### config.mk
export PLATFORM = sky130hd
export DESIGN_NAME = tlb_lru_tracker
export DESIGN_NICKNAME = d
export VERILOG_FILES = /design/src/rtl/tlb_lru_tracker.sv
export SDC_FILE = /design/constraint.sdc
export NUM_CORES = 1
export LEC_CHECK = 0
export CAP_MARGIN = 20
export CORE_MARGIN = 1.5
export CORE_UTILIZATION = 34
export DETAILED_ROUTE_END_ITERATION = 6
export PLACE_DENSITY = 0.62
export SLEW_MARGIN = 20
export SYNTH_ARGS = -nofsm -noshare
export SYNTH_HDL_FRONTEND = slang
export SYNTH_SLANG_ARGS = --single-unit
export TNS_END_PERCENT = 1
### constraint.sdc
create_clock -name clk -period 7.96 [get_ports clk]
set_clock_uncertainty 0.15 [all_clocks]
set_input_delay 1.592 -clock clk [delete_from_list [all_inputs] [get_ports clk]]
set_output_delay 1.592 -clock clk [all_outputs]
set_load 0.03 [all_outputs]
### src/rtl/tlb_lru_tracker.sv
// True-LRU age tracker for the set-associative TLB.
// Promotes accessed ways to MRU and answers registered victim queries.
module tlb_lru_tracker #(
  parameter int NUM_WAYS = 4,
  parameter int NUM_SETS = 16,
  parameter int WAY_BITS = $clog2(NUM_WAYS),
  parameter int SET_BITS = (NUM_SETS > 1) ? $clog2(NUM_SETS) : 1
) (
  input  logic                clk,
  input  logic                rst,
  input  logic                flush,
  output logic                busy,
  input  logic                upd_valid,
  input  logic [SET_BITS-1:0] upd_set,
  input  logic [WAY_BITS-1:0] upd_way,
  input  logic                vq_valid,
  input  logic [SET_BITS-1:0] vq_set,
  input  logic [NUM_WAYS-1:0] vq_valid_mask,
  input  logic [NUM_WAYS-1:0] vq_lock_mask,
  output logic                vr_valid,
  output logic [WAY_BITS-1:0] vr_way,
  output logic                vr_none
);

  typedef enum logic {INIT, RUN} state_t;

  localparam logic [SET_BITS-1:0] LAST = SET_BITS'(NUM_SETS - 1);

  state_t              state, state_nxt;
  logic [SET_BITS-1:0] cnt, cnt_nxt;

  logic [WAY_BITS-1:0] age [NUM_SETS][NUM_WAYS];
  logic [WAY_BITS-1:0] upd_row [NUM_WAYS];
  logic [WAY_BITS-1:0] new_row [NUM_WAYS];
  logic [WAY_BITS-1:0] q_row [NUM_WAYS];
  logic [WAY_BITS-1:0] acc_age;
  logic [WAY_BITS-1:0] best;
  logic [WAY_BITS-1:0] pick_way;
  logic [NUM_WAYS-1:0] cand, inv;
  logic                pick_none, found;
  logic                run, upd_en, vq_en, bypass;

  always_comb begin
    state_nxt = state;
    cnt_nxt   = cnt;
    unique case (state)
      INIT: begin
        if (flush) begin
          cnt_nxt = '0;
        end else if (cnt == LAST) begin
          state_nxt = RUN;
          cnt_nxt   = '0;
        end else begin
          cnt_nxt = cnt + 1'b1;
        end
      end
      RUN: begin
        if (flush) begin
          state_nxt = INIT;
          cnt_nxt   = '0;
        end
      end
    endcase
  end

  always_ff @(posedge clk) begin
    if (rst) begin
      state <= INIT;
      cnt   <= '0;
    end else begin
      state <= state_nxt;
      cnt   <= cnt_nxt;
    end
  end

  assign busy   = (state == INIT);
  assign run    = (state == RUN) && !flush && !rst;
  assign upd_en = run && upd_valid;
  assign vq_en  = run && vq_valid;
  assign bypass = upd_en && (upd_set == vq_set);

  // Promotion: ways younger than the accessed one age by one.
  always_comb begin
    acc_age = age[upd_set][upd_way];
    for (int w = 0; w < NUM_WAYS; w++) begin
      upd_row[w] = age[upd_set][w];
      if (WAY_BITS'(w) == upd_way)
        new_row[w] = '0;
      else if (upd_row[w] < acc_age)
        new_row[w] = upd_row[w] + 1'b1;
      else
        new_row[w] = upd_row[w];
    end
  end

  always_comb begin
    for (int w = 0; w < NUM_WAYS; w++)
      q_row[w] = bypass ? new_row[w] : age[vq_set][w];
  end

  // Invalid unlocked ways win; otherwise the oldest unlocked way.
  always_comb begin
    cand      = ~vq_lock_mask;
    inv       = cand & ~vq_valid_mask;
    pick_none = (cand == '0);
    pick_way  = '0;
    best      = '0;
    found     = 1'b0;
    if (inv != '0) begin
      for (int w = NUM_WAYS - 1; w >= 0; w--)
        if (inv[w]) pick_way = WAY_BITS'(w);
    end else begin
      for (int w = 0; w < NUM_WAYS; w++) begin
        if (cand[w] && (!found || q_row[w] > best)) begin
          found    = 1'b1;
          best     = q_row[w];
          pick_way = WAY_BITS'(w);
        end
      end
    end
  end

  // Ages need no reset: the init sweep rewrites every set.
  always_ff @(posedge clk) begin
    if (state == INIT) begin
      for (int w = 0; w < NUM_WAYS; w++)
        age[cnt][w] <= WAY_BITS'(w);
    end else if (upd_en) begin
      for (int w = 0; w < NUM_WAYS; w++)
        age[upd_set][w] <= new_row[w];
    end
  end

  always_ff @(posedge clk) begin
    if (rst) begin
      vr_valid <= 1'b0;
      vr_way   <= '0;
      vr_none  <= 1'b0;
    end else begin
      vr_valid <= vq_en;
      if (vq_en) begin
        vr_way  <= pick_way;
        vr_none <= pick_none;
      end
    end
  end

endmodule

==> summary.md, run 1 <==
| Metric | Value |
|---|---|
| Top-Level Pins | 28 |
| Crit-path max FO | 9 |
| Reg area | 0.00402 mm^2 |
| Setup TNS | 0 ps |
| Area of the multi-input gates | 0.00309 mm^2 |
| Cts bufs inserted | 17 |
| Initial Utilization | 0.346 |
| DR iter-0 viols | 459 |
| Final Hold Fails | 0 |
| DRC viols | 0 |
| Rel. slew slack | 0.368 |
| Pleak | 3.20 nW |
| F_max | 132 MHz |
| # H-tree levels | 4 |
| Main synth FF type | edfxtp_1 |
| First-pass GRT wire length | 28.9 mm |
| Final setup margin | around 370 ps |
| Count of cell types in the netlist | 51 |
| GP Congestion | 0.874 |
| Max clock buf depth | 2 |
| Synth async-reset ratio | 0 |
| Delay-heaviest family, CP | multiplexers |
| Syn Area/Cell | 15.5 um^2 |
| Routed WL | approximately 19 mm |
| Worst VDD drop | approximately 0.14 mV |
| Share of cells above drive strength 1 | 0.306 |
| Status | finished clean |
| Nets | 579 |
| Layout area overhead | 21.9% |
| DR WL/cell | 23.0 um |
| Synth Register Bits | 137 |
| Core Area | 0.0210 mm^2 |
| Cell count after synthesis | 470 |
| Drt pass-1 iters | 5 |
| Die span in y | 149 um |
| HP Start | vr_none |
| Buf+Inv Stages, Crit Path | 6 |
| Port-buffer cells | 27 |
| Worst setup startpoint | upd_set[0] |
| Synthesis warning total | 0 |
| Worst reg2reg startpoint | age[0][3] |
| Max-slew violation count | 0 |
| Post-Place Setup Slack | -353 ps |
| Initial antenna violation count | 0 |
| Number of diodes | 0 |
| Sequential area share after synthesis | 0.554 |
| Period Utilization, post-route | 0.954 |
| Max-capacitance violation count | 0 |
| Vias per std cell | between 5 and 6 |
| Minimum clock period | 7590 ps |
| # setup viols final | 0 |
| Clk root buf | clkbuf_16 |
| Post-synth EDFFs | 128 |
| Crit Path Class | input port to flip-flop |
| Synthesized area | between 0.007 and 0.008 mm^2 |
| GRT Total Usage | 0.181 |
| Die X | 149 um |
| Hold Crit Class | flip-flop to flip-flop |
| Crit-path max cell delay | 550 ps |
| Post-DP HPWL | 13.0 mm |
| Vias | 4682 |
| Largest net degree at the start of global routing | 23 |
| Slowest cell on the critical path | mux4_1 |
| Clock-pin slew on the worst setup and hold paths | 60 ps |
| Net Count, Synth | around 500 |
| Fillcell total | about 1800 |
| Die area | 0.0223 mm^2 |
| Cell area power density | 200 mW/mm^2 |
| Total grt overflow | 0 |
| Setup crit end kind | flip-flop |
| Crit path launch type | input port |
| Crit path DAT | 7750 ps |
| TritonCTS Sinks | 137 |
| Required @ worst endpoint | 8110 ps |
| Worst slew pin tran | 947 ps |
| Clk Latency, worst-skew pair | about 430 ps |
| CTS tree | yes |
| Num rows | 53 |
| Vias in the first global route | about 4700 |
| Antenna-violating nets left | 0 |
power by group:
group          internal (mW)  leakage, nW  switching (mW)
clock                  0.498        0.288           0.320
combinational         0.0800         1.52          0.0868
sequential             0.780         1.39         0.00253
placed cells by master, fill, tap and decap left out, types with 3 or more instances in the layout:
| cell type | Yosys | final |
|---|---|---|
| a211oi_1 | 3 | 3 |
| a21oi_1 | 13 | 12 |
| a22oi_1 | 7 | 7 |
| a31oi_1 | 8 | 8 |
| and2_1 | 3 | 3 |
| and3_1 | 4 | 4 |
| buf_12 | 1 | 3 |
| buf_2 | 6 | 3 |
| buf_4 | 3 | 52 |
| bufinv_16 | 0 | 3 |
| clkbuf_16 | 0 | 18 |
| clkdlybuf4s50_1 | 0 | 24 |
| clkinvlp_4 | 0 | 4 |
| dfxtp_1 | 9 | 9 |
| edfxtp_1 | 128 | 128 |
| ha_1 | 11 | 10 |
| inv_1 | 11 | 10 |
| inv_6 | 0 | 3 |
| mux2_2 | 4 | 4 |
| mux2i_1 | 31 | 30 |
| mux4_1 | 6 | 5 |
| mux4_2 | 59 | 60 |
| nand2_1 | 20 | 20 |
| nand3_1 | 12 | 12 |
| nand3b_1 | 4 | 4 |
| nor2_1 | 36 | 35 |
| nor2b_1 | 10 | 10 |
| nor3_1 | 10 | 10 |
| o21a_1 | 3 | 3 |
| o21ai_0 | 11 | 9 |
| o21ai_1 | 2 | 4 |
| o22ai_1 | 4 | 4 |
| xor2_1 | 5 | 5 |
worst paths after layout:
check / depth (start not counted) / slack (ps) / endpoint
worst max-delay path: 32 / 370 / vr_way[0]
worst min-delay path: 2 / 350 / vr_none
worst max register to register: 30 / 1480 / vr_way[0]
worst min register to register: 2 / 350 / vr_none
cell usage after synthesis (7+ instances only):
library cell / count / area (um^2)
edfxtp_1: 128 / 3840
mux4_2: 59 / 1330
nor2_1: 36 / 135
mux2i_1: 31 / 310
nand2_1: 20 / 75.1
a21oi_1: 13 / 65.1
nand3_1: 12 / 60.1
clkbuf_1: 11 / 41.3
ha_1: 11 / 138
inv_1: 11 / 41.3
o21ai_0: 11 / 55.1
nor2b_1: 10 / 62.6
nor3_1: 10 / 50.1
dfxtp_1: 9 / 180
a31oi_1: 8 / 50.1
a22oi_1: 7 / 52.6
cells by family after synthesis:
family                   Yosys count  share of synthesized area
AO/OA/AOI/OAI                     63                     0.0563
XOR/XNOR                           9                     0.0119
adder cells (fa/ha/maj)           11                     0.0189
buffers and inverters             40                     0.0306
flip-flops                       137                      0.554
multiplexers                     100                      0.253
AND/OR/NAND/NOR                  110                     0.0752
tightest hold or removal path: cells and delay by family, from the launching register on:
kind / cells / cell delay (ps)
simple gates: 1 / 80
flops: 1 / 320
compound gates: 1 / 60
area by class of cell:
class                           count  area share
Clock inverter                     15      0.0215
Inverter                           12     0.00508
Multi-Input combinational cell    293       0.348
Clock buffer                       17      0.0480
Timing Repair Buffer               84      0.0839
Tap cell                          275      0.0388
Sequential cell                   137       0.454
flip-flops by register name, indices dropped and copies added, names as in the netlist:
| register | flops |
|---|---|
| age | 128 |
| cnt | 4 |
| vr_way | 2 |
| state | 1 |
| vr_none | 1 |
| vr_valid | 1 |
per-stage QoR:
step           area (um^2)  total power [mW]  utilization  hold WS (ps)  cells
2_1_floorplan         7270             0.900            -           349    470
3_3_place_gp          8140             0.952        0.387           325    797
3_5_place_dp          8140             0.955        0.387           339    798
4_1_cts               8760              1.77        0.417           352    830
5_1_grt               8860              1.83        0.421           384    833
6_report              8860              1.77        0.421           347    833
per-layer routing:
layer  share of wire  global-route usage  up-vias
met5               0                   0        -
met2            0.46               0.279      209
li1                -                   -     2057
met1            0.43               0.245     2381
met4           0.025              0.0629        0
met3           0.078              0.0526       35
what timing repair did:
item                                    4_1_cts  5_1_grt
buffers inserted                              0        2
hold buffers                                  0        0
gates resized for setup                       0       15
endpoints found under the setup margin        0        2
Note: power is estimated with default switching activity, not from simulation.
==> run 2, diff against run 1 <==
--- a/config.mk
+++ b/config.mk
@@ -6,7 +6,7 @@
 export NUM_CORES = 1
 export LEC_CHECK = 0
 export CAP_MARGIN = 20
-export CORE_MARGIN = 1.5
+export CORE_MARGIN = 2
 export CORE_UTILIZATION = 34
 export DETAILED_ROUTE_END_ITERATION = 6
 export PLACE_DENSITY = 0.62
==> summary.md, run 2 (synthesized netlist as in run 1, its figures left out) <==
| Metric | Value |
|---|---|
| Port-buffer cells | 27 |
| Worst Hold End | vr_way[1] |
| TritonCTS Sinks | 137 |
| Nets | 583 |
| Vias | 4778 |
| DR WL/cell | 23.1 um |
| Worst reg2reg startpoint | age[0][3] |
| RR Endpoint | vr_way[0] |
| Hold path depth | 2 |
| Dpl cell area | 0.00816 mm^2 |
| Setup crit end kind | flip-flop |
| Clk Latency, worst-skew pair | 430 ps |
| Total power | approximately 1.7 mW |
| Max-slew violation count | 0 |
| Die span in y | 150 um |
| Non-filler instance count after layout | 836 |
| Finished Cell Area | 0.00884 mm^2 |
| Largest net degree at the start of global routing | 23 |
| Routed WL | between 15 and 20 mm |
| Slowest cell on the critical path | mux4_1 |
| Top-Level Pins | 28 |
| Top reg by flops | age |
| Cell depth of the worst flop-to-flop path | 30 |
| DRC viols | 0 |
| Status | finished clean |
| Util after Layout | 0.421 |
| Crit path top cell by count | ha_1 |
| Core Area | ~0.021 mm^2 |
| Antenna-violating nets left | 0 |
| Worst slew pin tran | 1050 ps |
| # hold bufs at CTS | 0 |
| Layout area overhead | 21.6% |
| Initial antenna violation count | 0 |
| # setup viols final | 0 |
| Largest regs | age x128, cnt x4, vr_way x2 |
| First-pass GRT wire length | just under 30 mm |
| Die X | 150 um |
| Crit Path Class | input port to flip-flop |
| Worst VDD drop | 0.127 mV |
| F_max | around 130 MHz |
| Die area | about 0.023 mm^2 |
| Post-Place Setup Slack | -353 ps |
| Max reg flops | 128 |
| Share of cells above drive strength 1 | 0.296 |
| Final Hold Fails | 0 |
| Max clock buf depth | 2 |
| Total grt overflow | 0 |
| Crit path launch type | input port |
| Num rows | 53 |
| DR iter-0 viols | 453 |
| Rel. slew slack | 0.297 |
| Flop-to-flop setup slack | ~1500 ps |
| Vias in the first global route | 4750 |
| Number of diodes | 0 |
| Delay-heaviest family, CP | multiplexers |
| Crit path DAT | 7670 ps |
| Placed insts | 799 |
| Cell area power density | 196 mW/mm^2 |
| Required @ worst endpoint | slightly above 8000 ps |
| Clk root buf | clkbuf_16 |
| Crit-path max cell delay | between 500 and 600 ps |
| Clock-pin slew on the worst setup and hold paths | about 50 ps |
| Pleak | between 3 and 4 nW |
| GRT Total Usage | 0.181 |
| HP Start | vr_way[1] |
| Leading cell types in the layout, fill and taps excluded | edfxtp_1 (128), mux4_2 (59), buf_4 (57) |
| Commonest non-fill, non-tap cell in the layout | edfxtp_1 |
| # H-tree levels | 4 |
| Max-capacitance violation count | 0 |
| Initial Utilization | 0.346 |
| Cts bufs inserted | 17 |
| CTS tree | yes |
| Vias per std cell | 5.72 |
| Period Utilization, post-route | 0.946 |
| Drt pass-1 iters | 7 |
| Minimum clock period | 7530 ps |
| Hold Crit Class | flip-flop to flip-flop |
| GP Congestion | between 0.9 and 1 |
| Post-DP HPWL | 13.2 mm |
| RSZ-0062 raised after global routing | no |
| Final setup margin | 432 ps |
| Crit-path max FO | 9 |
| Buf+Inv Stages, Crit Path | 6 |
[run 2: cell types whose count changed in the layout (fill, tap and decap cells not counted), sizes merged]
cell      previous run  this run
clkinvlp             4         2
inv                 17        13
clkbuf              18        19
buf                 58        62
clkinv               3         7
[run 2: metal layers]
metal,up-vias,part of all wire,GRT usage
li1,2063,-,-
met1,2455,0.43,0.251
met2,215,0.46,0.275
met3,45,0.076,0.0452
met4,0,0.033,0.0712
met5,-,0,0
[run 2: area by class of cell]
class	count	area, um^2
Fill cell	1866	12200
Sequential cell	137	4020
Multi-Input combinational cell	293	3070
Timing Repair Buffer	88	776
Clock buffer	18	429
Tap cell	275	344
Clock inverter	13	153
Inverter	12	45.0
[run 2: power breakdown]
part,total [mW],switching (mW),internal (mW)
sequential,0.783,0.00241,0.781
clock,0.784,0.297,0.487
combinational,0.165,0.0850,0.0803
total,1.73,0.384,1.35
[run 2: worst max path at each step]
stage / start / cells after the start / to / slack, ps
floorplan: upd_set[0] / 31 / vr_way[0] / 260
CTS: upd_set[1] / 32 / vr_way[0] / 70
finish: upd_set[0] / 32 / vr_way[0] / 430
global route: upd_set[0] / 32 / vr_way[0] / 10
global placement: upd_set[1] / 31 / vr_way[0] / -140
detailed placement: upd_set[1] / 32 / vr_way[0] / -350
[run 2: worst register-to-register path, delay by kind of cell (launching register included)]
family                   cells  cell delay, ps
multiplexers                 5            2160
AO/OA/AOI/OAI               12            1400
adder cells (fa/ha/maj)      4            1040
AND/OR/NAND/NOR              5             640
buffers and inverters        4             510
flip-flops                   1             410
[run 2: what timing repair did]
item                       in CTS  in global routing
setup buffers                   0                  5
setup endpoints to repair       0                  2
resized for setup               0                 10
[run 2: metrics by stage]
stage	hold slack, ps	TNS [ps]
after detailed placement	332	-596
final	341	0
after global placement	323	-206
after floorplan	349	0
after global routing	398	0
after CTS	344	0
